**config.mk**
```make
export PLATFORM = sky130hd
export DESIGN_NAME = aes256_round_ctrl
export DESIGN_NICKNAME = d
export VERILOG_FILES = /design/src/rtl/aes256_pkg.sv /design/src/rtl/aes256_round_ctrl.sv
export SDC_FILE = /design/constraint.sdc
export NUM_CORES = 1
export LEC_CHECK = 0
export BUFFER_PORTS_ARGS = -buffer_cell sky130_fd_sc_hd__buf_4
export CORE_MARGIN = 2
export CORE_UTILIZATION = 35
export DETAILED_ROUTE_END_ITERATION = 8
export HOLD_SLACK_MARGIN = 0.06
export SYNTH_ARGS = -nofsm -noshare
export SYNTH_HDL_FRONTEND = slang
export SYNTH_SLANG_ARGS = --single-unit
```
**constraint.sdc**
```tcl
create_clock -name clk -period 2.7 [get_ports clk]
set_input_delay 0.135 -clock clk [delete_from_list [all_inputs] [get_ports clk]]
set_output_delay 0.135 -clock clk [all_outputs]
set_load 0.01 [all_outputs]
```
**src/rtl/aes256_pkg.sv**
```systemverilog
// aes256_pkg: shared AES-256 constants and the round controller state type.
package aes256_pkg;
   localparam int AES_NR  = 14;
   localparam int ROUND_W = 4;
   typedef enum logic [2:0] {
      IDLE,
      KEY_WAIT,
      WRITE,
      WAIT_FULL,
      WAIT_EMPTY,
      DONE
   } round_ctrl_state_t;
endpackage

```
**src/rtl/aes256_round_ctrl.sv**
```systemverilog
// aes256_round_ctrl: sequences rounds 0..NR through key fetch, state register write and register handshake.
module aes256_round_ctrl
   import aes256_pkg::*;
#(
   parameter int NR      = AES_NR,
   parameter int TIMEOUT = 15
) (
   input  logic               clk,
   input  logic               resetn,
   input  logic               start,
   input  logic               abort,
   input  logic               key_vld,
   input  logic               reg_full,
   output logic               busy,
   output logic               done,
   output logic               err,
   output logic [ROUND_W-1:0] round,
   output logic               key_req,
   output logic               sel_in,
   output logic               skip_mix,
   output logic               reg_wr_en
);
   localparam int CW = $clog2(TIMEOUT + 1);
   localparam logic [ROUND_W-1:0] LAST = ROUND_W'(NR);
   round_ctrl_state_t state, state_nxt;
   logic [CW-1:0] cnt;
   logic waiting, tmo, timed_out, accept, advance;
   always_comb begin
      state_nxt = state;
      waiting   = (state == WAIT_FULL) || (state == WAIT_EMPTY);
      tmo       = waiting && (cnt == CW'(TIMEOUT - 1));
      unique case (state)
         IDLE:       state_nxt = (start && !abort) ? KEY_WAIT : IDLE;
         KEY_WAIT:   state_nxt = key_vld ? WRITE : KEY_WAIT;
         WRITE:      state_nxt = WAIT_FULL;
         WAIT_FULL:  state_nxt = tmo ? IDLE : reg_full ? WAIT_EMPTY : WAIT_FULL;
         WAIT_EMPTY: state_nxt = tmo ? IDLE : reg_full ? WAIT_EMPTY : (round == LAST) ? DONE : KEY_WAIT;
         DONE:       state_nxt = IDLE;
         default:    state_nxt = IDLE;
      endcase
      if (abort && state != IDLE) state_nxt = IDLE;
      timed_out = tmo && !abort;
      accept    = (state == IDLE) && (state_nxt == KEY_WAIT);
      advance   = (state == WAIT_EMPTY) && (state_nxt == KEY_WAIT);
   end
   // the handshake counter restarts on every state change, so each wait phase is timed from its entry
   always_ff @(posedge clk) begin
      if (resetn) begin
         state <= IDLE;
         cnt   <= '0;
         round <= '0;
         err   <= 1'b0;
      end else begin
         state <= state_nxt;
         cnt   <= (state_nxt != state || !waiting) ? '0 : cnt + 1'b1;
         if (accept) round <= '0;
         else if (advance && round != LAST) round <= round + 1'b1;
         if (accept) err <= 1'b0;
         else if (timed_out) err <= 1'b1;
      end
   end
   assign busy      = (state != IDLE);
   assign done      = (state == DONE);
   assign key_req   = (state == KEY_WAIT);
   assign reg_wr_en = (state == WRITE);
   assign sel_in    = busy && (round == '0);
   assign skip_mix  = busy && (round == LAST);
endmodule

```
-- After elaboration in Yosys (flattened, before gate mapping)
Index checks and enable logic that the tools add are counted.
- add/subtract/negate cells: 2
- eq/ne operators: 10
- mux-type cells: 9
- reduce and logical (&&, ||, !) cells: 18
- operators with widths (operator ; count):
    $mux 3 ; 6
    $pmux 3 s5 ; 1
    $logic_and 1x1->1 ; 9
    $add 4x1->4 const B ; 2
    $eq 4x4->1 const B ; 2
    $eq 3x1->1 const B ; 2
    $eq 3x2->1 const B ; 2
    $eq 3x3->1 const B ; 2
    $logic_not 4->1 ; 1
    $ne 4x4->1 const B ; 1
    $reduce_or 2->1 ; 2
    $logic_not 3->1 ; 1
    $ne 3x3->1 ; 1
    $reduce_bool 3->1 ; 1
    $logic_not 1->1 ; 2
    $logic_or 1x1->1 ; 2
    $mux 2 ; 1
    $mux 1 ; 1
- register bits after elaboration: 12
- input port bits: 6
- output and inout port bits: 11
- word-level logic and storage cells: 43

-- Longest topological paths before layout
Gate-level depths: netlist (run 1).
- depth after elaboration: 9
- gate-level depth with buffers: 5
- gate-level depth less buffers: 5

-- Worst setup path before layout (run 1)
OpenSTA, ideal clock, no wires.
- path kind: reg-to-reg
- from: register cnt[0]
- to: register round[3]
- library setup time: 0.072 ns
- data arrival time: 1.429 ns
- data required time: 2.628 ns
- path slack: 1.199 ns
- stages on the path, launching flop included: 6
- path buffers: 0
- period minus slack after synthesis: 1.501 ns
- cells stage by stage: dfxtp_1 -> inv_1 -> ha_1 -> a311o_1 -> nor4_4 -> mux2i_1
- longest elaborated chain between the ends: 8
- elaborated cells on any way between the ends: 11
- classes of those cells: eq/ne (2); mux (4); reduce/logical (5)
- RTL lines (element ; line ; text):
    from (decl) ; aes256_round_ctrl.sv:26 ; logic [CW-1:0] cnt;
    from (signal assigned) ; aes256_round_ctrl.sv:55 ; cnt <= (state_nxt != state || !waiting) ? '0 : cnt + 1'b1;
    $eq 4x4->1 * ; aes256_round_ctrl.sv:31 ; tmo = waiting && (cnt == CW'(TIMEOUT - 1));
    $logic_and 1x1->1 * ; aes256_round_ctrl.sv:31 ;
    $mux 3 (on tied branches) ; aes256_round_ctrl.sv:37, aes256_round_ctrl.sv:36 ;
    $pmux 3 s5 * ; aes256_round_ctrl.sv:32 ; unique case (state)
    $mux 3 * ; aes256_round_ctrl.sv:41 ; if (abort && state != IDLE) state_nxt = IDLE;
    $eq 3x1->1 * ; aes256_round_ctrl.sv:43, aes256_round_ctrl.sv:44 ;
    $logic_and 1x1->1 (on tied branches) ; aes256_round_ctrl.sv:43, aes256_round_ctrl.sv:44 ;
    $reduce_or 2->1 (no source line) or $logic_and 1x1->1 (tied branches) ; n/a ;
    to (signal assigned) ; aes256_round_ctrl.sv:57 ; else if (advance && round != LAST) round <= round + 1'b1;
    to (decl) ; aes256_round_ctrl.sv:17 ; output logic [ROUND_W-1:0] round,
Every way passes the cells marked *; elsewhere a longest branch is shown, timed or not.
A chain may end at the register's enable or synchronous reset.

-- Worst setup path in the final report (run 1)
- from: register state[1]
- to: output sel_in
- longest elaborated chain between the ends: 2
- RTL lines (element ; line ; text):
    from (decl) ; aes256_round_ctrl.sv:25 ; round_ctrl_state_t state, state_nxt;
    from (signal assigned) ; aes256_round_ctrl.sv:54 ; state <= state_nxt;
    $reduce_bool 3->1 ; aes256_round_ctrl.sv:62 ; assign busy = (state != IDLE);
    $logic_and 1x1->1 ; aes256_round_ctrl.sv:66 ; assign sel_in = busy && (round == '0);
    to (decl) ; aes256_round_ctrl.sv:19 ; output logic sel_in,
No other way between the ends.

==> out/summary.txt, run 1 <==
Syn nets - 105
Die width - 53.0 µm
Initial antenna violation count - 0
Initial drt markers - 23
TritonCTS clock tree - yes
Synth unique cells - 43
Die H - 53.0 µm
Crit Path Max Fanout - 15
IO Port Bufs - 16
Cell count after synthesis - 94
Leak pwr - 0.384 nW
Vias/cell - 5.67
Max Clk Rate - 602 MHz
Max Cap Viol - 0
Nets - 123
Max Slew Vio Count - 0
Placed insts - 134
Num ports - 17
Initial core utilization - 37.6%
Synth Area in Adders - 8.63%
Pre-CTS setup slack - 1.05 ns
Slew @ Worst Pin - 0.478 ns
Aggregate global-route resource usage - 15.6%
Layout area overhead - 20.2%
Critical path class - flip-flop to output pin
Clock transition at path regs - 0.08 ns
Remaining DRCs - 0
Via count - 788
Clk buf depth - 2
PnR Total Power - 388 µW
Final worst slack - 1.04 ns
Post-synth EDFFs - 0
Async SR Flop Fraction - 0%
Clk sinks - 12
Crit path time final - 1.66 ns
Detailed Route WL - 1810 µm
First-pass GRT wire length - 3080 µm
Layout cells sized above 1 - 26.1%
Synthesized area per cell - 8.94 µm²
Power per Cell Area - 384 mW/mm²
Drt pass-1 iters - 5
Detail Route Antenna Nets - 0
Fin Clk Skew - 0.00211 ns
Critical Path End Type - output pin
Hold_buf cts - 1
Largest net degree at the start of global routing - 16
Post-synthesis cell area - 841 µm²
Xor-xnor portion of the synthesized cell area - 2.08%
Final TNS setup - 0 ns
Post-synthesis sequential area ratio - 28.6%
CTS H-tree depth - 1
Largest family of logic cells by synthesized area - simple AND/OR/NAND/NOR gates
WL per Instance - 13.1 µm
GP Congestion - 0.725
Final worst path period share - 61.5%
Ant diodes - 0
Vias in the first global route - 679
Die area - 0.00281 mm²
Setup violators final - 0
Final Util - 45.3%
Synth Area in Compound Gates - 22.2%
Final hold violation count - 0
Hpwl dp - 1400 µm
Clk root buf - clkbuf_4
Row cnt - 17
Register bit total from synthesis - 12
Finished Cell Area - 0.00101 mm²
Final hold slack - 0.209 ns
Post-CTS setup buffers - 0
Synth warn - 0
VDD IR-drop max - 0.000245 V
Crit path required time - 2.57 ns
Crit path launch type - flip-flop
Final cell count without fillers - 139
Cell Area, Placed - 965 µm²
Critical path arrival - 1.53 ns
RSZ-0062 raised after global routing - no
Main synth FF type - dfxtp_1
Slew HR - 68.1%
Min-delay worst type - primary input to flip-flop
Total core area - 0.00223 mm²
Fill cell count - 234
Post-Synth Simple-Gate Area - 27.2%
CTS Buf Count - 3
Status - finished, final reports clean
Mux cell area share after synthesis - 3.57%
Final global-route overflow total - 0
Worst skew pair latency - 0.27 ns
Post_cts resized - 0
==> critical path, stage by stage (launching register included) <==
cell and delay [ns]:
dfxtp_1 0.62, nor3_2 0.15, nor4b_1 0.29, buf_4 0.18
==> logic make-up (layout without fill, tap and decap cells) <==
family                   Yosys count  after routing
AND/OR/NAND/NOR                   33             33
adder cells (fa/ha/maj)            6              6
AO/OA/AOI/OAI                     25             25
multiplexers                       3              3
XOR/XNOR                           2              2
flip-flops                        12             12
buffers and inverters             13             30
==> flip-flops by register name, summed over array words and instances, names as in the netlist <==
signal,count
cnt,4
state,3
err,1
round,4
==> area by class of cell <==
cell class | instances | area (µm²) | area share (%)
multi-input combinational | 69 | 536 | 53.0
sequential | 12 | 240 | 23.8
timing repair buffer | 17 | 130 | 12.9
clock buffer | 4 | 36.3 | 3.59
tap | 28 | 35.0 | 3.47
inverter | 9 | 33.8 | 3.34
==> cells in the mapped netlist, types with 2 or more instances <==
master    count  share of area, %
ha_1          5               7.4
nor2_1        4               1.8
o211ai_1      3               2.7
buf_4         2               1.8
nand3_1       4               2.4
nand4_1       3               2.2
nor4_1        5               3.7
o21ai_1       3               1.8
o31ai_1       2               1.8
a21oi_1       4               2.4
mux2i_1       3               3.6
nand2_1       2              0.89
and3_1        2               1.5
a311o_1       3               3.6
nor4b_1       2               2.1
nor3b_1       2               1.8
dfxtp_1      12                29
inv_1         8               3.6
==> worst paths after layout <==
path	startpoint	to	slack (ns)	cells past startpoint
worst max-delay path	state[1]	sel_in	1.04	3
worst max register to register	cnt[0]	round[3]	1.05	5
worst min-delay path	key_vld	state[1]	0.21	3
worst min register to register	err	err	0.46	2
==> placed cells by master, fill, tap and decap left out, drive strengths merged, types with 3 or more instances in the layout <==
| cell | n |
|---|---|
| o211ai | 3 |
| a311o | 3 |
| mux2i | 3 |
| nor2 | 4 |
| o21ai | 3 |
| buf | 16 |
| nand3 | 4 |
| nor4 | 6 |
| nor3b | 3 |
| ha | 5 |
| a21oi | 4 |
| inv | 9 |
| nand4 | 3 |
| dfxtp | 12 |
| clkbuf | 4 |
==> routing by layer <==
layer  share of wire [%]  global-route usage (%)
met1                  45                    18.2
met2                  46                    25.0
met3                 7.3                    5.37
met4                0.88                    7.69
met5                   0                       0
==> power by group <==
| part | total, mW | internal, mW | switching, mW |
|---|---|---|---|
| sequential | 0.185 | 0.179 | 0.00637 |
| clock | 0.147 | 0.0819 | 0.0651 |
| combinational | 0.0562 | 0.0261 | 0.0301 |
| total | 0.388 | 0.287 | 0.102 |
(Power assumes the default switching activity.)
==> run 2: changes to the inputs <==
--- a/config.mk
+++ b/config.mk
@@ -5,6 +5,7 @@
 export SDC_FILE = /design/constraint.sdc
 export NUM_CORES = 1
 export LEC_CHECK = 0
+export ABC_AREA = 1
 export BUFFER_PORTS_ARGS = -buffer_cell sky130_fd_sc_hd__buf_4
 export CORE_MARGIN = 2
 export CORE_UTILIZATION = 35
==> constraint.sdc (replaced) <==
create_clock -name clk -period 1.4 [get_ports clk]
set_input_delay 0.07 -clock clk [delete_from_list [all_inputs] [get_ports clk]]
set_output_delay 0.07 -clock clk [all_outputs]
set_load 0.01 [all_outputs]
==> out/summary.txt, run 2 <==
Fin Clk Skew - 0.00107 ns
Layout area overhead - 80.2%
Max Slew Vio Count - 0
Min-delay worst type - primary input to flip-flop
Slew HR - 84.5%
Layout cells sized above 1 - 63.3%
Bufs and invs on worst path - 0
Post-synth EDFFs - 0
Initial drt markers - 5
Synth unique cells - 22
Initial antenna violation count - 0
Register Area - 256 µm²
Aggregate global-route resource usage - 19.3%
CTS H-tree depth - 1
Cell count after synthesis - 114
Slew @ Worst Pin - 0.232 ns
Fill cell count - 177
IO Port Bufs - 16
Main area contributors after synthesis - dfxtp_1 30%, nor2_1 8.8%, ha_1 7.7%
Largest net degree at the start of global routing - 8
Ant diodes - 0
Via count - 923
Critical Path End Type - flip-flop
Detail Route Antenna Nets - 0
Syn nets - 125
Most frequent cells in the layout - 46 x buf_4, 13 x nor2_1, 10 x inv_1, 10 x nand2_2
Die H - 52.1 µm
Slowest stage delay, CP - 0.39 ns
Synthesized area per cell - 7.11 µm²
Worst skew pair latency - 0.27 ns
Power per Cell Area - 632 mW/mm²
VDD IR-drop max - 0.000433 V
Cell Area, Placed - 0.00113 mm²
Remaining DRCs - 0
Status - complete, but fails checks
Crit-path cells - nor2_4, nand2_4, nand2_4, nand3_2, nand2_1, nand2_2, nor2_4, nand3b_1, nand2_1, nor2_1
Crit-path slowest cell - dfxtp_4
Detailed Route WL - 2540 µm
Critical path arrival - 1.64 ns
Finished Cell Area - 0.00146 mm²
First-pass GRT wire length - 3860 µm
Main synth FF type - dfxtp_1
Crit path launch type - flip-flop
Most common cell after layout, fill and taps aside - buf_4
Total core area - 0.00219 mm²
Nets - 178
Pre-CTS setup slack - -0.162 ns
Cell taking the most area after synthesis - dfxtp_1
Die area - 0.00272 mm²
Clk buf depth - 2
Sw frac - 31.8%
R2r setup slk - -0.07 ns
Logic gate share of total power - 29.7%
Clk root buf - clkbuf_4
Vias/cell - 4.76
Initial core utilization - 37.0%
Synth warn - 0
Register bit total from synthesis - 12
Post-synthesis sequential area ratio - 29.6%
Hpwl dp - 1630 µm
Max Clk Rate - 680 MHz
Top cells by count, synth - 19 x nor2_1, 15 x nand2_1, 13 x inv_1
CTS Buf Count - 3
RSZ-0062 raised after global routing - yes
Vias in the first global route - 910
Crit Path Max Fanout - 5
WL per Instance - 13.1 µm
Clock transition at path regs - 0.09 ns
Final global-route overflow total - 0
Drt pass-1 iters - 4
Post-synthesis cell area - 811 µm²
Failing checks - setup timing
TritonCTS clock tree - yes
Num ports - 17
Yosys top cell area share - 29.6%
Clk sinks - 12
Async SR Flop Fraction - 0%
Most numerous cell in the Yosys netlist - nor2_1
Critical path class - flip-flop to flip-flop
Crit path required time - 1.57 ns
Crit path time final - 1.47 ns
Die width - 52.1 µm
Final worst slack - -0.0702 ns
Clk pwr share - 31.7%
GP Congestion - 0.913
Reg power frac - 38.6%
Leak pwr - 0.671 nW
Final hold slack - 0.286 ns
Sw power - 294 µW
Final worst path period share - 105%
CP top delay family - simple AND/OR/NAND/NOR gates
Final hold violation count - 0
Footprint of the multi-input gates - 697 µm²
Setup violators final - 10
Max Cap Viol - 0
Pint - 630 µW
Row cnt - 17
Leading registers by flop count - cnt: 4 flops, round: 4 flops, state: 3 flops
run 2: metal layers:
layer	track usage, %	up-vias	share of wire [%]
met3	4.02	4	3.0
met2	33.1	15	53
li1	-	472	-
met1	23.0	432	43
met5	0	-	0
met4	8.55	0	1.6
run 2: area by class of cell:
| type | count | area share (%) |
|---|---|---|
| multi-input combinational | 86 | 47.7 |
| sequential | 12 | 17.6 |
| tap | 28 | 2.40 |
| inverter | 15 | 4.02 |
| timing repair buffer | 49 | 25.9 |
| clock buffer | 4 | 2.48 |
run 2: worst reg2reg max path: stages, from the launching register on:
cell and delay, ns:
dfxtp_4 0.39, nor2_4 0.15, nand2_4 0.09, nand2_4 0.10
nand3_2 0.09, nand2_1 0.10, nand2_2 0.10, nor2_4 0.14
nand3b_1 0.08, nand2_1 0.07, nor2_1 0.04
run 2: what timing repair did:
item                                   4_1_cts  5_1_grt
pin swaps                                   16       13
hold buffers                                 1        0
setup buffers                                8        1
gates resized for setup                     26       31
endpoints found under the hold margin        3        0
setup endpoints to repair                    9       11
run 2: through the flow:
step	TNS [ns]	cells	utilization [%]	total power, mW
floorplan	0	114	-	0.475
global placement	-0.715	180	51.6	0.559
detailed placement	-1.17	180	51.6	0.564
CTS	-0.390	193	60.4	0.892
global route	-1.70	194	66.7	0.969
finish	-0.467	194	66.7	0.924
run 2: kinds of logic after synthesis:
logic type	after synthesis	synth area share [%]
adders and majority gates	5	7.72
DFF	12	29.6
AOI/OAI and AO/OA	8	4.94
buffers and inverters	16	8.33
and+or+nand+nor	68	44.0
xor gates and xnor gates	5	5.40
run 2: power by group through the flow:
stage / Sequential [mW] / Clock (mW) / Combinational, mW
floorplan: 0.361 / 0 / 0.114
global placement: 0.365 / 0 / 0.194
detailed placement: 0.365 / 0 / 0.199
CTS: 0.355 / 0.298 / 0.239
global route: 0.358 / 0.316 / 0.295
finish: 0.357 / 0.293 / 0.274
run 2: path summary, 6_finish.rpt:
check                           startpoint        to  cells past startpoint
worst min-delay path                 abort       err                      4
worst max register to register    state[0]  round[1]                     10
worst min register to register      cnt[0]    cnt[0]                      2
worst max-delay path              state[0]  round[1]                     10
==> run 3: changes to the inputs <==
--- a/config.mk
+++ b/config.mk
@@ -9,6 +9,7 @@
 export BUFFER_PORTS_ARGS = -buffer_cell sky130_fd_sc_hd__buf_4
 export CORE_MARGIN = 2
 export CORE_UTILIZATION = 35
+export CTS_BUF_LIST = sky130_fd_sc_hd__clkbuf_4
 export DETAILED_ROUTE_END_ITERATION = 8
 export HOLD_SLACK_MARGIN = 0.06
 export SYNTH_ARGS = -nofsm -noshare
==> out/summary.txt, run 3 (synthesis gave the netlist of run 2 again) <==
Largest net degree at the start of global routing - 8
Final worst slack - -0.0771 ns
Worst skew pair latency - 0.27 ns
Total core area - 0.00219 mm²
Bufs and invs on worst path - 2
Power per Cell Area - 597 mW/mm²
Via count - 897
Initial drt markers - 11
Setup violators final - 9
Worst hold path stage count - 4
Detail Route Antenna Nets - 0
GP Congestion - 0.913
Crit path time final - 1.48 ns
Clk buf depth - 2
Nets - 178
Crit path launch type - flip-flop
Max Cap Viol - 0
Die width - 52.1 µm
Ant diodes - 0
Max Slew Vio Count - 0
Leading registers by flop count - cnt: 4 flops, round: 4 flops, state: 3 flops
Clk root buf - clkbuf_4
Die H - 52.1 µm
Slew @ Worst Pin - 0.262 ns
Fill cell count - 187
Slew HR - 82.5%
Clock transition at path regs - 0.09 ns
R2R depth - 10
Final global-route overflow total - 0
Crit-path cells - inv_2, ha_4, nand3_4, nor2_2, nor2_2, nor2_4, buf_4, nor2_4, nand4_1, a21oi_2
Crit path required time - 1.61 ns
Worst R2R End - round[3]
Slowest stage delay, CP - 0.34 ns
Status - complete, but fails checks
Critical path class - flip-flop to flip-flop
Vias in the first global route - 894
Crit Path Max Fanout - 3
Critical Path End Type - flip-flop
Final worst path period share - 106%
Crit-path slowest cell - dfxtp_2
Worst Hold Endpoint - err
Drt pass-1 iters - 4
WL per Instance - 12.2 µm
Failing checks - setup timing
TritonCTS clock tree - yes
Hpwl dp - 1630 µm
VDD IR-drop max - 0.000450 V
Clk sinks - 12
Placed insts - 180
Num ports - 17
First-pass GRT wire length - 3810 µm
Fin Clk Skew - 0.00243 ns
R2r setup slk - -0.08 ns
Row cnt - 17
Initial antenna violation count - 0
CTS H-tree depth - 1
Detailed Route WL - 2370 µm
Remaining DRCs - 0
CP top delay family - simple AND/OR/NAND/NOR gates
Hold path startpoint - abort
CTS Buf Count - 3
Min-delay worst type - primary input to flip-flop
Reg-to-reg startpoint - round[0]
Die area - 0.00272 mm²
Layout area overhead - 76.4%
Layout cells sized above 1 - 62.7%
RSZ-0062 raised after global routing - yes
Final hold slack - 0.153 ns
Most frequent cells in the layout - 46 x buf_4, 14 x nor2_1, 12 x nand2_2
Initial core utilization - 37.0%
Critical path arrival - 1.69 ns
Max Clk Rate - 677 MHz
IO Port Bufs - 16
Final cell count without fillers - 194
Final Util - 65.3%
Leak pwr - 0.656 nW
Final hold violation count - 0
Most common cell after layout, fill and taps aside - buf_4
Vias/cell - 4.62
Aggregate global-route resource usage - 18.7%
==> run 3: cell count changes in the layout (fill, tap and decap cells not counted), sizes merged <==
cell    before  now
clkbuf       4    3
clkinv       0    1
==> run 3: what timing repair did <==
action | CTS | global route
hold buffers | 1 | 0
buffers inserted | 9 | 0
gates resized for setup | 35 | 18
endpoints found under the hold margin | 3 | 0
pin swaps | 15 | 13
endpoints found under the setup margin | 9 | 10
cloned | 0 | 0
==> run 3: where the power goes <==
part	internal (mW)	total, mW	switching, mW
Sequential	0.344	0.356	0.0114
Combinational	0.125	0.268	0.143
Clock	0.103	0.229	0.126
Total	0.572	0.853	0.281
==> run 3: how the worst max path moves through the flow <==
stage | start | end | slack, ns | cells past startpoint
CTS | state[1] | cnt[2] | -0.05 | 11
finish | round[0] | round[3] | -0.08 | 10
floorplan | round[0] | round[2] | 0.001 | 10
detailed placement | cnt[0] | round[2] | -0.16 | 9
global route | state[0] | cnt[0] | -0.19 | 11
global placement | state[1] | cnt[1] | -0.11 | 11
==> run 3: final cells by class <==
type / count / area (µm²) / area share, %
Clock buffer: 3 / 22.5 / 1.57
Clock inverter: 1 / 3.75 / 0.262
Inverter: 15 / 61.3 / 4.29
Multi-Input combinational cell: 86 / 673 / 47.1
Sequential cell: 12 / 256 / 17.9
Tap cell: 28 / 35.0 / 2.45
Timing Repair Buffer: 49 / 378 / 26.4
==> run 3: through the flow <==
step                      TNS (ns)  power, mW  setup WS (ns)  cell area (µm²)
after CTS                   -0.219      0.848        -0.0541             1360
after global routing         -1.38      0.902         -0.186             1430
final                       -0.361      0.853        -0.0771             1430
after floorplan                  0      0.475        0.00140              813
after global placement      -0.715      0.559         -0.112             1130
after detailed placement     -1.17      0.564         -0.162             1130
==> run 3: tightest hold or removal path, stage by stage <==
cell and delay, ns:
buf_4 0.10, nor2_1 0.04, a21oi_1 0.13, nor2_1 0.05
==> run 3: routing by layer <==
metal  track usage, %  vias to the layer above  share of wire [%]  wire length (µm)
met5                0                        -                  0                 0
met4             5.56                        0               0.89                21
met3             3.45                        2                2.8                67
met2             32.9                       11                 51              1220
met1             23.0                      415                 45              1060
li1                 -                      469                  -                 -
